[src/rtl/alu_exec_stage.sv]
// Execute stage: computes the ALU operation at accept and hands results downstream
// through a 2-entry skid buffer (output register plus skid register).
module alu_exec_stage #(
    parameter int DATA_W = 32,
    parameter int CNT_W  = 32
) (
    input  logic              clk,
    input  logic              rst,
    input  logic              in_valid,
    output logic              in_ready,
    input  logic [2:0]        alucontrol,
    input  logic [DATA_W-1:0] srca,
    input  logic [DATA_W-1:0] srcb,
    output logic              out_valid,
    input  logic              out_ready,
    output logic [DATA_W-1:0] result,
    output logic              zero,
    output logic              overflow,
    output logic              illegal,
    output logic [CNT_W-1:0]  retired
);

    // state | meaning
    // EMPTY | output register invalid
    // BUSY  | output register valid, skid register empty
    // FULL  | output and skid registers both valid, input stalled
    typedef enum logic [1:0] {
        ST_EMPTY = 2'd0,
        ST_BUSY  = 2'd1,
        ST_FULL  = 2'd2
    } state_t;

    typedef struct packed {
        logic [DATA_W-1:0] res;
        logic              z;
        logic              ov;
        logic              ill;
    } entry_t;

    localparam int MSB = DATA_W - 1;

    state_t            state_q, state_d;
    entry_t            or_q, sr_q, new_e;
    logic [DATA_W-1:0] sum, diff;
    logic              accept, handoff;
    logic              ld_or_new, ld_or_sr, ld_sr_new;

    assign in_ready  = (state_q != ST_FULL);
    assign out_valid = (state_q != ST_EMPTY);
    assign accept    = in_valid && in_ready;
    assign handoff   = out_valid && out_ready;

    assign result   = or_q.res;
    assign zero     = or_q.z;
    assign overflow = or_q.ov;
    assign illegal  = or_q.ill;

    always_comb begin
        new_e = '0;
        sum   = srca + srcb;
        diff  = srca - srcb;
        case (alucontrol)
            3'b000: new_e.res = srca & srcb;
            3'b001: new_e.res = srca | srcb;
            3'b010: begin
                new_e.res = sum;
                new_e.ov  = (srca[MSB] == srcb[MSB]) && (sum[MSB] != srca[MSB]);
            end
            3'b110: begin
                new_e.res = diff;
                new_e.ov  = (srca[MSB] != srcb[MSB]) && (diff[MSB] != srca[MSB]);
            end
            // Direct signed compare; the sign of a-b is wrong when the subtraction overflows.
            3'b111:  new_e.res = {{(DATA_W-1){1'b0}}, ($signed(srca) < $signed(srcb))};
            default: new_e.ill = 1'b1;
        endcase
        new_e.z = (new_e.res == '0);
    end

    always_comb begin
        state_d   = state_q;
        ld_or_new = 1'b0;
        ld_or_sr  = 1'b0;
        ld_sr_new = 1'b0;
        case (state_q)
            ST_EMPTY: begin
                if (accept) begin
                    ld_or_new = 1'b1;
                    state_d   = ST_BUSY;
                end
            end
            ST_BUSY: begin
                if (accept && out_ready) begin
                    ld_or_new = 1'b1;
                end else if (accept) begin
                    ld_sr_new = 1'b1;
                    state_d   = ST_FULL;
                end else if (out_ready) begin
                    state_d = ST_EMPTY;
                end
            end
            ST_FULL: begin
                if (out_ready) begin
                    ld_or_sr = 1'b1;
                    state_d  = ST_BUSY;
                end
            end
            default: state_d = ST_EMPTY;
        endcase
    end

    always_ff @(posedge clk) begin
        if (rst) begin
            state_q <= ST_EMPTY;
            or_q    <= '0;
            sr_q    <= '0;
            retired <= '0;
        end else begin
            state_q <= state_d;
            if (ld_or_new)
                or_q <= new_e;
            else if (ld_or_sr)
                or_q <= sr_q;
            if (ld_sr_new)
                sr_q <= new_e;
            if (handoff)
                retired <= retired + CNT_W'(1);
        end
    end

endmodule

[config.mk]
export PLATFORM = sky130hd
export DESIGN_NAME = alu_exec_stage
export DESIGN_NICKNAME = d
export VERILOG_FILES = /design/src/rtl/alu_exec_stage.sv
export SDC_FILE = /design/constraint.sdc
export NUM_CORES = 1
export LEC_CHECK = 0
export ABC_AREA = 1
export BUFFER_PORTS_ARGS = -buffer_cell sky130_fd_sc_hd__buf_4
export CORE_MARGIN = 2
export CORE_UTILIZATION = 35
export CTS_CLUSTER_DIAMETER = 200
export DETAILED_ROUTE_END_ITERATION = 8
export REMOVE_ABC_BUFFERS = 1
export SYNTH_ARGS = -nofsm -noshare
export SYNTH_HDL_FRONTEND = slang
export SYNTH_SLANG_ARGS = --single-unit
[constraint.sdc]
create_clock -name clk -period 2.2 [get_ports clk]
set_input_delay 0.11 -clock clk [delete_from_list [all_inputs] [get_ports clk]]
set_output_delay 0.11 -clock clk [all_outputs]
set_load 0.01 [all_outputs]
==> reports/results.ini <==
[cells_and_area]
drive_gt1_frac = 0.314
area_delta_synth_final_pct = 45.1
n_antenna_cell = 0
final_area_sq_um = 15800
register_area_sq_um = 2090
multi_input_area_sq_um = 7850
stdcell_count = 2699
layout.nets = 2474
fillers = 3195

[yosys]
synth_edf_count = 0
synth_seq_cells = 104
async_flop_share = 0
synthAdderAreaFrac = 0.121
synthSimpleGateAreaFrac = 0.379
syn_area_sq_um = 10900
syn_area_per_cell_sq_um = 5.78
synth_compound_area_frac = 0.139
ys.warnings.count = 0
yosysSeqAreaShare = 0.192
synth_xor_area_frac = 0.00564
synth_cells = 1880
yosys-top-cells-area = dfxtp_1 (19%), nand2_1 (17%), inv_1 (13%)
synthMuxAreaShare = 0
synth_top_family_by_area = simple AND/OR/NAND/NOR gates
synth_top_area_share = 0.192
yosysTopAreaCell = dfxtp_1
ys.flop_type = dfxtp_1
synthDistinctLibCells = 52

[global_route]
grtUsageMet2 = 0.392
antenna_found_initial = 0
overflow = 0
grt_pass1_vias = 12300
globalRouteMet3Util = 0.0234
grt_max_degree = 72
use_met1 = 0.329
grt.total_usage = 0.239
grt_pass1_wl_mm = 62.9
grt_busiest_layer = met2

[power]
leakage_nw = 8.21
cellPowerDensity_nw_per_um2 = 431
irDropWorstVdd_uv = 373

[drt]
vias = 13300
postRouteAntennaNets = 0
wl_per_cell_um = 15.1
remaining_drc_errors = 0
drt_wl_total_mm = 40.9
firstDrtPassIters = 5
vias_per_cell = 4.93
drt-initial-drc-count = 902

[critical_path]
cp-end-kind = flop
worstReg2RegStart = retired[0]$_SDFFE_PP0P_
crit_top_cell = nand2_1
r2r_slack_ns = 0.16
cp_top_family = simple AND/OR/NAND/NOR gates
cp_slowest_cell = ha_4
rr_endpoint = retired[20]$_SDFFE_PP0P_
cp.required_ns = 2.48
startpoint_type = primary input
crit_fanout = 6
arrival_ns = 2.42
critPathKind = in2reg
path_buf_inv = 5
max_stage_delay_ns = 0.23
worstPathCellList = buf_4 > inv_1 > ha_4 > inv_1 > nand2_1 > buf_4 > nand2_1 > nand2_1 > nand3_4 > nand3_2 > nand2_2 > buf_4 > nand2_1 > nand3_1 > nand3b_1 > nor2_1 > nand2_1 > nor2_1 > nand2_1 > nor2_4 > nand3_2 > a21oi_2
worst_r2r_path_depth = 9

[run_status]
status = completed

[clock_network]
clock_path_buffers = 2
htree_levels = 3
cts.root.buffer_cell = clkbuf_16
cts_tree = done
clock_sinks = 104
clkTransAtPathRegs_ns = 0.07
numCtsBuffers = 9
clk_latency_ns = 0.35

[die]
die_w_um = 180
core_area_sq_um = 30600
rows = 64
start_util = 0.355
fp.dieArea_sq_um = 32500
die_h_um = 180
pin_count = 140

[timing]
fin_crit_sh = 0.973
max_slew_margin = 0.460
setup_viol = 0
skew_ns = 0.00561
post-route-min-period_ns = 2.14
grt_setup_unrepaired = true
finalSetupTns_ns = 0
fmax_ghz = 0.467
hold_violations = 0
hold-worst-slack_ns = 0.0726
finalMaxSlewViolations = 0
tightest_slew_ns = 0.811

[place]
dp_hpwl_mm = 33.4
gp_congestion = 0.959
io_buffers = 139
placed_cell_area_sq_um = 14500
dp_cells = 2670

[worst_hold_path]
whs_endpoint = state_q[1]$_SDFFE_PP0P_
hold_class = in2reg
hold_depth = 4
hp-start = out_ready

[job]
cap_violations = 0

==> tightest hold or removal path, cell delays in order <==
cell and delay, ns:
buf_4 0.09, nor3_2 0.05, inv_1 0.07, a21oi_1 0.06
==> metal layers <==
metal	wire, um	share of wire	vias to the layer above
met5	0	0	-
met4	955	0.023	0
met3	2060	0.050	54
met2	18900	0.46	407
met1	19000	0.46	6108
li1	-	-	6748
==> synthesized netlist by cell type, drive strengths merged (28+ instances only) <==
master / number
a21oi: 97
nand3: 144
inv: 386
nor2: 231
nor3: 29
nand4: 30
buf: 28
ha: 102
dfxtp: 104
clkbuf: 30
nand2: 495
o21ai: 75
==> sequential cells by signal, indices dropped and copies added (netlist names) <==
register  flops
result       32
overflow      1
illegal       1
zero          1
retired      32
sr_q         35
state_q       2
==> metrics by stage <==
stage / worst slack, ns / utilization / power (mW)
6_report: 0.0602 / 0.515 / 6.80
3_3_place_gp: -0.573 / 0.474 / 4.82
2_1_floorplan: -0.942 / - / 3.41
3_5_place_dp: -0.581 / 0.474 / 4.85
5_1_grt: -0.0648 / 0.515 / 7.20
4_1_cts: -0.0266 / 0.489 / 6.53
==> cell type report <==
class,count,area share
repair buffers,466,0.225
inverters,392,0.0936
multi-input cells,1326,0.498
flip-flops and latches,104,0.132
well taps,396,0.0314
clock buffers,12,0.0169
clock inverters,3,0.00254
==> kinds of logic (layout without fill, tap and decap cells) <==
group | after synthesis | after routing
adder cells (fa/ha/maj) | 104 | 104
AND/OR/NAND/NOR | 958 | 958
buffers and inverters | 450 | 873
AO/OA/AOI/OAI | 257 | 257
XOR/XNOR | 7 | 7
flip-flops | 104 | 104
==> layout by cell type (no fill, tap or decap), drive strengths merged, types with 30 or more instances in the layout <==
cell / count
nand2: 495
buf: 466
inv: 385
nor2: 231
nand3: 144
dfxtp: 104
ha: 102
a21oi: 97
o21ai: 75
nand4: 30
==> how the worst max path moves through the flow <==
stage,start,endpoint,slack (ns),cells past startpoint
floorplan,state_q[1]$_SDFFE_PP0P_,result[22]$_SDFFE_PP0P_,-0.94,8
CTS,srcb[10],zero$_SDFFE_PP0P_,-0.03,21
finish,srca[2],zero$_SDFFE_PP0P_,0.06,22
global placement,srca[6],zero$_SDFFE_PP0P_,-0.57,21
global route,srcb[12],zero$_SDFFE_PP0P_,-0.06,24
detailed placement,srcb[7],zero$_SDFFE_PP0P_,-0.58,21
==> power breakdown <==
group          internal, mW  switching, mW
Combinational          1.38           1.75
Sequential             1.96         0.0470
Clock                 0.965          0.688
==> what timing repair did <==
item / 4_1_cts / 5_1_grt
resized for setup: 38 / 176
hold buffers: 0 / 0
pin swaps: 2 / 29
buffers inserted: 1 / 13
endpoints found under the setup margin: 12 / 43
Note: power is estimated with default switching activity, not from simulation.
